--- src/rtl/noc_pkg.sv ---
// Shared NoC constants: packet geometry, VC encoding and pointer helpers.
package noc_pkg;

  localparam int unsigned NOC_DATA_W = 64;
  localparam int unsigned NOC_N_REQ  = 4;
  localparam int unsigned NOC_VC_BIT = 63;
  localparam int unsigned PTR_W      = 2;

  // Virtual-channel tag carried in the packet VC bit.
  typedef enum logic {
    VC_EVEN = 1'b0,
    VC_ODD  = 1'b1
  } vc_e;

  // Round-robin pointer value following a grant to index g (wraps 3 -> 0).
  function automatic logic [PTR_W-1:0] ptr_after(input logic [PTR_W-1:0] g);
    return g + PTR_W'(1);
  endfunction

endpackage

--- src/rtl/rr_pick4.sv ---
// Four-way rotating-priority picker: first eligible index at or above ptr, mod 4.
module rr_pick4
  import noc_pkg::*;
(
  input  logic [3:0]       eligible,
  input  logic [PTR_W-1:0] ptr,
  output logic [3:0]       grant,
  output logic             valid
);

  // Walk the four candidates starting at the pointer; take the first eligible one.
  always_comb begin
    logic [PTR_W-1:0] idx;
    grant = 4'b0000;
    valid = 1'b0;
    idx   = ptr;
    for (int k = 0; k < 4; k++) begin
      idx = ptr + PTR_W'(k);
      if (!valid && eligible[idx]) begin
        grant[idx] = 1'b1;
        valid      = 1'b1;
      end
    end
  end

endmodule

--- src/rtl/output_vc_scheduler.sv ---
// Output-port scheduler: alternates even/odd VC every cycle and grants one
// requester per cycle round-robin within the serviced VC.
module output_vc_scheduler
  import noc_pkg::*;
#(
  parameter int unsigned DATA_W = NOC_DATA_W,
  parameter int unsigned N_REQ  = NOC_N_REQ,
  parameter int unsigned VC_BIT = NOC_VC_BIT
) (
  input  logic              clk,
  input  logic              reset,
  input  logic [N_REQ-1:0]  req,
  input  logic [DATA_W-1:0] pkt0,
  input  logic [DATA_W-1:0] pkt1,
  input  logic [DATA_W-1:0] pkt2,
  input  logic [DATA_W-1:0] pkt3,
  input  logic              fifo_full,
  output logic [N_REQ-1:0]  grant,
  output logic [DATA_W-1:0] out_packet,
  output logic              wr_en,
  output logic              polarity
);

  logic [PTR_W-1:0]  ptr_even;
  logic [PTR_W-1:0]  ptr_odd;
  logic [PTR_W-1:0]  active_ptr;
  logic [3:0]        vc_match;
  logic [3:0]        eligible;
  logic [3:0]        pick;
  logic              pick_valid;
  logic [PTR_W-1:0]  pick_idx;
  logic [DATA_W-1:0] pick_pkt;

  // Eligibility: valid head, VC matches the serviced VC, room downstream, not in reset.
  always_comb begin
    vc_match[0] = (pkt0[VC_BIT] == polarity);
    vc_match[1] = (pkt1[VC_BIT] == polarity);
    vc_match[2] = (pkt2[VC_BIT] == polarity);
    vc_match[3] = (pkt3[VC_BIT] == polarity);
    eligible    = (reset || fifo_full) ? 4'b0000 : (req & vc_match);
    active_ptr  = (polarity == VC_ODD) ? ptr_odd : ptr_even;
  end

  rr_pick4 u_pick (
    .eligible (eligible),
    .ptr      (active_ptr),
    .grant    (pick),
    .valid    (pick_valid)
  );

  assign grant = pick;

  // Encode the one-hot pick to an index and select the granted packet.
  always_comb begin
    pick_idx = '0;
    pick_pkt = pkt0;
    unique case (pick)
      4'b0010: begin pick_idx = PTR_W'(1); pick_pkt = pkt1; end
      4'b0100: begin pick_idx = PTR_W'(2); pick_pkt = pkt2; end
      4'b1000: begin pick_idx = PTR_W'(3); pick_pkt = pkt3; end
      default: begin pick_idx = '0;        pick_pkt = pkt0; end
    endcase
  end

  // All scheduler state: VC polarity, both RR pointers, registered write port.
  always_ff @(posedge clk) begin
    if (reset) begin
      polarity   <= 1'b0;
      ptr_even   <= '0;
      ptr_odd    <= '0;
      wr_en      <= 1'b0;
      out_packet <= '0;
    end else begin
      polarity <= ~polarity;
      wr_en    <= pick_valid;
      if (pick_valid) begin
        out_packet <= pick_pkt;
        if (polarity == VC_ODD) ptr_odd  <= ptr_after(pick_idx);
        else                    ptr_even <= ptr_after(pick_idx);
      end
    end
  end

endmodule
--- config.mk ---
export PLATFORM = sky130hd
export DESIGN_NAME = output_vc_scheduler
export DESIGN_NICKNAME = d
export VERILOG_FILES = /design/src/rtl/noc_pkg.sv /design/src/rtl/rr_pick4.sv /design/src/rtl/output_vc_scheduler.sv
export SDC_FILE = /design/constraint.sdc
export NUM_CORES = 1
export LEC_CHECK = 0
export ABC_AREA = 1
export CAP_MARGIN = 10
export CELL_PAD_IN_SITES_DETAIL_PLACEMENT = 1
export CELL_PAD_IN_SITES_GLOBAL_PLACEMENT = 1
export CORE_ASPECT_RATIO = 1.1
export CORE_MARGIN = 4
export CORE_UTILIZATION = 24
export CTS_CLUSTER_SIZE = 8
export DETAILED_ROUTE_END_ITERATION = 7
export PLACE_DENSITY = 0.88
export SLEW_MARGIN = 30
export SYNTH_ARGS = -nofsm -noshare
export SYNTH_HDL_FRONTEND = slang
export SYNTH_SLANG_ARGS = --single-unit
--- constraint.sdc ---
create_clock -name clk -period 3.5 [get_ports clk]
set_input_delay 0.525 -clock clk [delete_from_list [all_inputs] [get_ports clk]]
set_output_delay 0.525 -clock clk [all_outputs]
set_load 0.02 [all_outputs]
* Word level (Yosys, flattened, before mapping)
Index checks and enable logic that the tools add are counted.
Cells by class: muxes and demuxes 28, reductions and logical operators 13, equal/unequal tests 7, divide/modulo/power cells 0, magnitude comparators 8, multiply operators 0, bitwise gates (word level) 5, shifts and indexed selects 0, add/sub/neg operators 4
Operators with widths (count):
- $pmux 64 s3 | 1
- $mux 4 | 5
- $lt 2x3->1 const B | 4
- $mux 1 | 12
- $or 4x4->4 | 3
- $bmux 1 s2 | 4
- $demux 1 s2 | 4
- $ge 2x1->1 const B | 4
- $logic_and 1x1->1 | 7
- $pmux 2 s3 | 1
- $add 2x1->2 const B | 2
- $add 2x2->2 const B | 2
- $and 4x4->4 | 1
- $eq 1x1->1 | 4
- $eq 4x2->1 const B | 1
- $eq 4x3->1 const B | 1
- $eq 4x4->1 const B | 1
- $reduce_and 2->1 | 2
- $logic_not 1->1 | 3
- $mux 2 | 1
- $logic_or 1x1->1 | 1
- $not 1->1 | 1
Storage, ports and cells: memories 0, latch bits 0, input port bits 263, flip-flop bits (word level) 70, logic and storage cells 70, bits in read-only memories 0, output and inout bits 70, bits in writable memories 0

* Longest topological paths before layout
Gate-level depths: netlist of the first run.
word-level depth 18, mapped depth 22, mapped depth without buffers 20

* Modules after synthesis
A second synthesis of the first run with hierarchy kept.
Second synthesis, totals: cell total of the unflattened synthesis 1036, area, all modules 5685.5 µm²
By module, submodules not included:
- output_vc_scheduler | instances 1, cells each 960, area an instance 5266.3 µm²
- rr_pick4 | instances 1, cells each 76, area an instance 419.2 µm²

* Least setup slack after synthesis of the first run
OpenSTA, ideal clock, no wires.
kind reg2reg, start register polarity, end register out_packet[43], arrival time 2.718 ns, setup slack 0.661 ns, clock period less this slack 2.839 ns, stages on the path, launching flop included 21, library setup time 0.122 ns, data required time 3.378 ns, cells stage by stage dfxtp_1 > buf_6 > inv_4 > nand2_1 > nand2_2 > inv_2 > ha_1 > inv_1 > nand3_1 > nand2_1 > nand2_2 > nor2_4 > nand3_1 > nand2_2 > nor2_4 > buf_4 > buf_4 > nand3_1 > nand2_1 > nor2_1 > a21oi_2
On the way: longest elaborated chain between the ends 17
Ends and longest elaborated chain:
- start, declared | RTL line output_vc_scheduler.sv:21 | output logic polarity
- start signal, assigned | RTL line output_vc_scheduler.sv:74 | polarity <= ~polarity;
- branches (longest 14 deep; another with $lt 2x3->1)
- $mux 4 * | RTL line rr_pick4.sv:19 | if (!valid && eligible[idx]) begin
- named net grant[0] | RTL line output_vc_scheduler.sv:18 | output logic [N_REQ-1:0] grant,
- $eq 4x4->1, or another cell as far along | RTL line output_vc_scheduler.sv:57 | unique case (pick)
- $pmux 64 s3 * | RTL line output_vc_scheduler.sv:57
- end signal, assigned | RTL line output_vc_scheduler.sv:77 | out_packet <= pick_pkt;
- end, declared | RTL line output_vc_scheduler.sv:19 | output logic [DATA_W-1:0] out_packet,
Mark *: on every way through the listed nets, which the timed path passes. The select of a mux whose other input is x is not followed. A chain may end at the register's enable or synchronous reset.

* Worst setup path in the final report of the first run
start register polarity, end output port grant[0]
On the way: longest elaborated chain between the ends 15
Ends and longest elaborated chain (RTL line):
- branches (longest 14 deep; another with $lt 2x3->1)
- $mux 4 * | rr_pick4.sv:19
- end, declared | output_vc_scheduler.sv:18
Mark *: on every way between the ends. The select of a mux whose other input is x is not followed.

==> results.toml, run 1 <==
[synthesis]
synth-edff-count = 0
synth-simple-area-share_pct = 55.9
synth.most_common_cell = "nand2_1"
yosys.area.top_type = "dfxtp_1"
ys.flop_type = "dfxtp_1"
yosys_warnings = 0
synth_area_per_cell_sq_um = 5.83
synthesis.area_sq_um = 5520
synth_cells = 947
synth-xor-area-share_pct = 0
yosys-mux-area-fraction_pct = 0
ys_types = 28
yosysSeqAreaShare_pct = 25.4
synth_top_family_by_area = "simple AND/OR/NAND/NOR gates"
yosys.area_share.adder_pct = 1.59
async_flop_share_pct = 0
synthTopCellsByCount = "307 x nand2_1, 163 x nand3_1, 130 x nor2_1, 70 x dfxtp_1, 65 x inv_1"
yosys.area.top_type_share_pct = 25.4
synth_area_leaders = "dfxtp_1 25%, nand2_1 21%, nand3_1 15%"
syn_nets = 1217
ys_ff_latch = 70
synth_compound_area_share_pct = 4.85

[final_layout]
synthToLayoutAreaGrowth_pct = 72.0
nets = 1525
fin_util_pct = 42.4
num_antenna_cells = 0
final_cells = 1555
drive_above_1_share_pct = 7.30
n_fill_cell = 2891

[sta]
maxSlewViolCount = 0
rsz0062_at_grt = "no"
relSlewSlack_pct = 70.7
tns_ns = 0
min_period_ns = 3.26
finalSetupViolations = 0
whs_ns = 0.450
max_freq_mhz = 307
hold_viol_final = 0
fin_crit_sh_pct = 93.2
skew_ns = 0.00750
worstMarginPinSlew_ns = 0.440

[setup_path]
rr_worst_depth = 19
critPathBufInv = 4
path_common_cell = "nand2_2"
critPathCaptureType = "output port"
critPathMaxFanout = 8
crit_path_start_kind = "flop"
rr_startpoint = "polarity$_SDFF_PP0_"
crit_chain = "inv_4 > nand2_1 > nand2_2 > inv_2 > ha_1 > inv_1 > nand3_1 > nand2_1 > nand2_2 > nor2_4 > nand3_1 > nand2_2 > dlygate4sd2_1"
cpMaxStageDelayCell = "dfxtp_2"
crit_required_ns = 2.97
critPathTopFamily = "simple AND/OR/NAND/NOR gates"
rr_endpoint = "out_packet[24]$_SDFFE_PP0N_"
crit_type = "reg -> out"
critPathMaxStageDelay_ns = 0.44
cp.arrival_ns = 2.74
ff2ff_setup_slack_ns = 0.38

[floorplanning]
fp-row-count = 57
boundaryPins = 333
core_area_sq_um = 22400
die_x_microns = 153
start_util_pct = 24.6
dieHeight_microns = 167
die-area_sq_um = 25500

[hold_path]
hold_end = "out_packet[15]$_SDFFE_PP0N_"
holdPathStages = 2
hold_path.startpoint = "out_packet[15]$_SDFFE_PP0N_"
hp-class = "reg -> reg"

[route]
via_per_inst = 4.74
drtIter0Drc = 281
drc_errors = 0
firstDrtPassIters = 4
wl_per_cell_microns = 17.4
vias = 7367
totalWireLength_microns = 27000
detail-route-antenna-nets = 0

[pwr]
power.density_nw_per_um2 = 735
p_leak_nw = 4.58
ir_worst_vdd_uv = 338

[cts]
cts_sinks = 70
h-tree-depth = 3
ctsHoldBuffers = 0
cts_root_buffer = "clkbuf_16"
cts_inserted_buffers = 9
clockBufferDepth = 2
clkLatencyLatePin_ns = 0.34
cts_tree = "built"
cts.clk_slew.worst_paths_ns = 0.06

[placement]
place_inst = 1539
place_congestion = 0.889
portBuffers = 332
hpwl_microns = 21100

[global_routing]
track_usage_pct = 20.4
gr-total-overflow = 0
antenna_found_initial = 1
grt_max_degree = 60
grt_pass1_wl_microns = 41900
grt_pass1_vias = 7661

[flow_run]
cap_violations = 0

[status]
status = "complete, no violations"
metrics by stage:
| step | setup slack, ns | power [mW] | cell area, sq um |
|---|---|---|---|
| floorplan | 0.661 | 4.02 | 5520 |
| global placement | 0.177 | 5.75 | 9120 |
| detailed placement | 0.0992 | 5.89 | 9120 |
| CTS | 0.0378 | 7.10 | 9490 |
| global route | 0.0600 | 7.55 | 9490 |
| finish | 0.239 | 6.98 | 9490 |
how the worst max path moves through the flow:
| stage | startpoint | endpoint | cells after the start |
|---|---|---|---|
| 2_1_floorplan | polarity$_SDFF_PP0_ | out_packet[43]$_SDFFE_PP0N_ | 20 |
| 3_3_place_gp | reset | out_packet[19]$_SDFFE_PP0N_ | 19 |
| 3_5_place_dp | reset | grant[0] | 12 |
| 4_1_cts | polarity$_SDFF_PP0_ | grant[1] | 13 |
| 5_1_grt | polarity$_SDFF_PP0_ | grant[0] | 13 |
| 6_report | polarity$_SDFF_PP0_ | grant[0] | 13 |
what timing repair did:
item                                    CTS  global route
endpoints found under the setup margin    4             1
hold endpoints to repair                  0             0
resized for setup                         4             1
gates cloned                              0             0
buffers inserted                          0             0
cell families after synthesis:
family / Yosys count
AOI/OAI and AO/OA: 52
adders and majority gates: 7
buffers and inverters: 137
DFF: 70
and+or+nand+nor: 681
placed cells by master, fill, tap and decap left out, types with 8 or more instances in the layout:
cell type and instances:
inv_1 65, nand3_2 8, a21oi_1 29, dfxtp_1 69, clkbuf_16 9, o21ai_0 21
nand3_1 163, clkdlybuf4s50_1 328, nor2_1 129, buf_4 23, nand2_4 8, nand2_1 306
nand2_2 8, nand4_1 44
registers in the layout, summed over array words and instances, names as in the netlist:
| name | cells |
|---|---|
| out_packet | 64 |
| ptr_even | 2 |
| ptr_odd | 2 |
| polarity | 1 |
| wr_en | 1 |
worst register-to-register path, stage by stage (launching register included):
cell	delay, ns
dfxtp_2	0.44
inv_4	0.09
nand2_1	0.09
nand2_2	0.06
inv_2	0.13
ha_1	0.29
inv_1	0.11
nand3_1	0.08
nand2_1	0.17
nand2_2	0.09
nor2_4	0.16
nand3_1	0.13
nand2_2	0.19
nor2_8	0.10
nand2_4	0.20
inv_2	0.17
nor2_4	0.15
buf_12	0.17
nand2_1	0.07
a21oi_1	0.15
layout make-up:
cell class                 count  area (sq um)  share of cell area (%)
sequential                    70          1400                    14.8
clock buffer                  10           239                    2.52
multi-input combinational    740          3450                    36.4
tap                          295           369                    3.89
inverter                      73           282                    2.97
clock inverter                 6           133                    1.40
timing repair buffer         361          3610                    38.1
where the power goes:
group / leakage, nW / internal, mW / switching (mW)
Combinational: 3.82 / 1.72 / 2.75
Clock: 0.179 / 0.787 / 0.385
Sequential: 0.583 / 1.16 / 0.180
layer usage:
layer	part of all wire (%)	vias up	routed length (microns)	track usage, %
li1	-	3645	-	-
met1	42	3427	11300	23.6
met2	49	269	13200	36.4
met3	7.8	24	2120	6.72
met4	1.7	2	449	4.92
met5	0.048	-	13	0
(Power assumes the default switching activity.)
==> run 2, diff against run 1 <==
- CELL_PAD_IN_SITES_DETAIL_PLACEMENT: 1 -> unset
- CELL_PAD_IN_SITES_GLOBAL_PLACEMENT: 1 -> unset
- CORE_ASPECT_RATIO: 1.1 -> unset
- CORE_UTILIZATION: 24 -> 38
- PLACE_DENSITY: 0.88 -> 0.89
- clock period: 3.5 -> 3.4 ns (I/O delays scaled with it)
==> run 2 against run 1 <==
Register-to-register slack worse by 0.04 ns. Worst hold slack worse by 0.0012 ns. Sequential power is essentially flat. Critical path type unchanged. Largest power group unchanged. Utilization is 24 points higher. Highest routed layer is now met4. Via count fell by 1.8%. Flip-flop and latch count is the same.
==> results.toml, run 2 (synthesis gave the netlist of run 1 again) <==
[status]
status = "complete, no violations"

[pwr]
seqPwrFrac_pct = 19.9
power_mw = 6.87
ir_worst_vdd_uv = 480
p_sw_share_pct = 46.6
p_leak_nw = 4.54
p_switching_mw = 3.20
power.internal_mw = 3.67
p_comb_share_pct = 64.0
clock_power_share_pct = 16.1
power.density_nw_per_um2 = 739

[sta]
min_period_ns = 3.20
hold_viol_final = 0
max_freq_mhz = 313
finalSetupViolations = 0
rsz0062_at_grt = "no"
whs_ns = 0.449
fin_crit_sh_pct = 94.1
skew_ns = 0.00977
worstMarginPinSlew_ns = 0.395
maxSlewViolCount = 0
relSlewSlack_pct = 73.7
tns_ns = 0

[placement]
hpwl_microns = 17500
placed_cell_area_sq_um = 8960
portBuffers = 332
place_congestion = 0.905
place_inst = 1420

[floorplanning]
fp-row-count = 43
boundaryPins = 333
dieHeight_microns = 129
die-area_sq_um = 16500
die_x_microns = 129
start_util_pct = 39.3
core_area_sq_um = 14000

[final_layout]
drive_above_1_share_pct = 6.85
largest_reg_flops = 64
final_cells = 1437
n_fill_cell = 1245
synthToLayoutAreaGrowth_pct = 68.6
top_regs = "out_packet (64), ptr_even (2), ptr_odd (2)"
fin_area_sq_um = 9300
top_register = "out_packet"
nets = 1521
final_common_cell = "clkdlybuf4s50_1"
final_cell_mix = "328 x clkdlybuf4s50_1, 306 x nand2_1, 163 x nand3_1"

[global_routing]
grt_max_degree = 53
grt_pass1_vias = 6833
antenna_found_initial = 1
grt_pass1_wl_microns = 33900
gr-total-overflow = 0
track_usage_pct = 25.5

[setup_path]
crit_path_start_kind = "flop"
critPathCaptureType = "output port"
path_common_cell = "nand2_2"
crit_required_ns = 2.89
critPathMaxStageDelay_ns = 0.43
crit_type = "reg -> out"
cpMaxStageDelayCell = "dfxtp_1"
critPathBufInv = 3
critPathMaxFanout = 8
critPathTopFamily = "simple AND/OR/NAND/NOR gates"
cp.arrival_ns = 2.69
crit_chain = "inv_4 > nand2_2 > nand2_2 > ha_1 > inv_1 > nand3_1 > nand2_1 > nand2_2 > nor2_4 > nand3_1 > nand2_2 > dlygate4sd2_1"

[cts]
h-tree-depth = 3
cts_setup_buffers = 0
cts_tree = "built"
cts_sinks = 70
clkLatencyLatePin_ns = 0.34
clockBufferDepth = 2
cts.clk_slew.worst_paths_ns = 0.06
cts_inserted_buffers = 9
cts_root_buffer = "clkbuf_16"

[route]
wl_per_cell_microns = 15.6
detail-route-antenna-nets = 0
via_per_inst = 5.04
drc_errors = 0
firstDrtPassIters = 5
drtIter0Drc = 399
totalWireLength_microns = 22400
vias = 7236

[flow_run]
cap_violations = 0

[hold_path]
hp-class = "reg -> reg"
==> run 2: worst paths after layout <==
check / end / startpoint / slack (ns) / cells past startpoint
hold reg to reg: out_packet[1]$_SDFFE_PP0N_ / out_packet[1]$_SDFFE_PP0N_ / 0.45 / 2
hold / removal: out_packet[1]$_SDFFE_PP0N_ / out_packet[1]$_SDFFE_PP0N_ / 0.45 / 2
setup / recovery: grant[0] / polarity$_SDFF_PP0_ / 0.20 / 12
setup reg to reg: out_packet[12]$_SDFFE_PP0N_ / polarity$_SDFF_PP0_ / 0.34 / 18
==> run 2: power by group through the flow <==
| stage | Sequential (mW) | Clock, mW | Combinational, mW |
|---|---|---|---|
| floorplan | 1.74 | 0 | 2.40 |
| global placement | 1.37 | 0 | 4.35 |
| detailed placement | 1.37 | 0 | 4.41 |
| CTS | 1.36 | 1.13 | 4.42 |
| global route | 1.40 | 1.16 | 4.85 |
| finish | 1.36 | 1.11 | 4.40 |
==> run 2: metal layers <==
metal  share of wire [%]  vias to the layer above  wire length, microns  track usage (%)
met5                   0                        -                     0                0
met4                 4.2                        0                   936             13.0
met3                 9.4                       59                  2100             7.43
met2                  48                      342                 10800             44.7
met1                  38                     3186                  8600             28.1
li1                    -                     3649                     -                -
==> run 2: through the flow <==
stage	utilization [%]	setup slack (ns)
finish	66.2	0.201
global route	66.2	0.00381
CTS	66.2	0.201
detailed placement	63.8	0.108
global placement	63.8	0.142
floorplan	-	0.561
==> run 2: repair_timing <==
item | in CTS | in global routing
endpoints found under the setup margin | 4 | 0
gates resized for setup | 4 | 0
hold buffers | 0 | 0
==> run 2: tightest hold or removal path, stage by stage (launching register included) <==
cell and delay, ns:
dfxtp_1 0.30, nand2_1 0.06, nand2_1 0.04
==> run 2: area by class of cell <==
type / count / area (sq um) / area share [%]
inverters: 73 / 282 / 3.03
well taps: 180 / 225 / 2.42
flip-flops and latches: 70 / 1400 / 15.1
repair buffers: 357 / 3590 / 38.6
multi-input cells: 740 / 3450 / 37.1
clock inverters: 5 / 106 / 1.14
diodes: 1 / 2.50 / 0.0269
clock buffers: 11 / 243 / 2.61
==> run 3, diff against run 2 <==
- RECOVER_POWER: unset -> 50
==> run 3 against run 2 <==
Power down 2.1%. Utilization decreased by 0.080 points. Clock power is essentially flat. Count of clock-buffer cells in the layout is the same. Sequential power barely moved.
==> results.toml, run 3 (synthesis gave the netlist of run 1 again) <==
[final_layout]
top_register = "out_packet"
largest_reg_flops = 64
nets = 1521
ff_latch_area_sq_um = 1400
top_regs = "out_packet (64), ptr_even (2), ptr_odd (2)"
n_fill_cell = 1248
drive_above_1_share_pct = 6.69
multi_input_area_sq_um = 3440
final_cell_mix = "307 x nand2_1, 262 x clkdlybuf4s50_1, 163 x nand3_1"
synthToLayoutAreaGrowth_pct = 68.4
final_common_cell = "nand2_1"

[route]
detail-route-antenna-nets = 0
via_per_inst = 5.03
wl_per_cell_microns = 15.6
drc_errors = 0
drtIter0Drc = 395
firstDrtPassIters = 6
totalWireLength_microns = 22400
vias = 7222

[sta]
rsz0062_at_grt = "no"
relSlewSlack_pct = 55.8
maxSlewViolCount = 0
skew_ns = 0.00987
tns_ns = 0
worstMarginPinSlew_ns = 0.661
fin_crit_sh_pct = 92.9
min_period_ns = 3.16
hold_viol_final = 0
finalSetupViolations = 0
whs_ns = 0.444
max_freq_mhz = 316

[global_routing]
grt_pass1_vias = 6833
grt_max_degree = 53
grt_pass1_wl_microns = 33900
track_usage_pct = 25.5
gr-total-overflow = 0
antenna_found_initial = 1

[floorplanning]
core_area_sq_um = 14000
die_x_microns = 129
dieHeight_microns = 129
fp-row-count = 43
start_util_pct = 39.3
boundaryPins = 333
die-area_sq_um = 16500

[setup_path]
crit_required_ns = 2.89
crit_type = "reg -> out"
crit_chain = "inv_4 > nand2_2 > nand2_2 > ha_1 > inv_1 > nand3_1 > nand2_1 > nand2_2 > nor2_4 > nand3_1 > nand2_2 > dlygate4sd2_1"
critPathMaxStageDelay_ns = 0.43
critPathMaxFanout = 8
cp.arrival_ns = 2.65
cpMaxStageDelayCell = "dfxtp_1"
path_common_cell = "nand2_2"
crit_path_start_kind = "flop"
critPathCaptureType = "output port"

[cts]
clkLatencyLatePin_ns = 0.34
cts_sinks = 70
cts.clk_slew.worst_paths_ns = 0.06
cts_inserted_buffers = 9
cts_setup_buffers = 0
clockBufferDepth = 2
cts_tree = "built"
h-tree-depth = 3
cts_root_buffer = "clkbuf_16"

[hold_path]
hp-class = "reg -> reg"

[pwr]
ir_worst_vdd_uv = 475
power.density_nw_per_um2 = 725
power_mw = 6.73
p_leak_nw = 4.66

[flow_run]
cap_violations = 0

[placement]
place_congestion = 0.905
hpwl_microns = 17500
portBuffers = 332

[status]
status = "complete, no violations"
==> run 3: changes by cell type in the layout (fill, tap and decap cells not counted) <==
| cell | before | now |
|---|---|---|
| clkbuf_1 | 1 | 2 |
| nand2_4 | 8 | 7 |
| dlygate4sd3_1 | 0 | 66 |
| clkdlybuf4s50_1 | 328 | 262 |
| nand2_1 | 306 | 307 |
| buf_4 | 18 | 17 |
==> run 3: area by class of cell <==
type,count,area share (%)
Timing Repair Buffer,357,38.6
Multi-Input combinational cell,740,37.0
Sequential cell,70,15.1
Inverter,73,3.03
Clock buffer,11,2.61
Tap cell,180,2.42
Clock inverter,5,1.14
Antenna cell,1,0.0269
==> run 3: report_power, final <==
part / total (mW) / switching [mW] / leakage (nW) / internal [mW]
clock: 1.11 / 0.374 / 0.166 / 0.738
sequential: 1.35 / 0.160 / 0.583 / 1.19
combinational: 4.27 / 2.64 / 3.91 / 1.63
==> run 3: per-stage QoR <==
step	cell area [sq um]	worst slack, ns	cells	utilization (%)
global placement	8960	0.142	1420	63.8
global route	9290	0.0386	1437	66.2
finish	9290	0.240	1437	66.2
floorplan	5520	0.561	947	-
detailed placement	8960	0.108	1420	63.8
CTS	9300	0.201	1436	66.2
==> run 3: timing repair <==
| item | in CTS | in global routing |
|---|---|---|
| hold buffers | 0 | 0 |
| gates resized for setup | 4 | 0 |
| setup endpoints to repair | 4 | 0 |
==> run 3: final timing paths <==
check / from / to / slack, ns / cells after the start
worst min register to register: out_packet[1]$_SDFFE_PP0N_ / out_packet[1]$_SDFFE_PP0N_ / 0.44 / 2
worst max register to register: polarity$_SDFF_PP0_ / out_packet[12]$_SDFFE_PP0N_ / 0.39 / 18
worst min-delay path: out_packet[1]$_SDFFE_PP0N_ / out_packet[1]$_SDFFE_PP0N_ / 0.44 / 2
worst max-delay path: polarity$_SDFF_PP0_ / grant[0] / 0.24 / 12
==> run 3: worst max-delay path: cells and delay by family (launching register included) <==
family | cells | cell delay, ns
adders and majority gates | 1 | 0.37
buffers and inverters | 3 | 0.56
DFF | 1 | 0.43
and+or+nand+nor | 8 | 0.95
==> run 3: per-layer routing <==
layer / vias up / GRT usage [%] / part of all wire (%)
met5: - / 0 / 0
met1: 3156 / 28.1 / 38
met3: 59 / 7.43 / 10
li1: 3641 / - / -
met4: 0 / 13.0 / 4.1
met2: 366 / 44.7 / 48
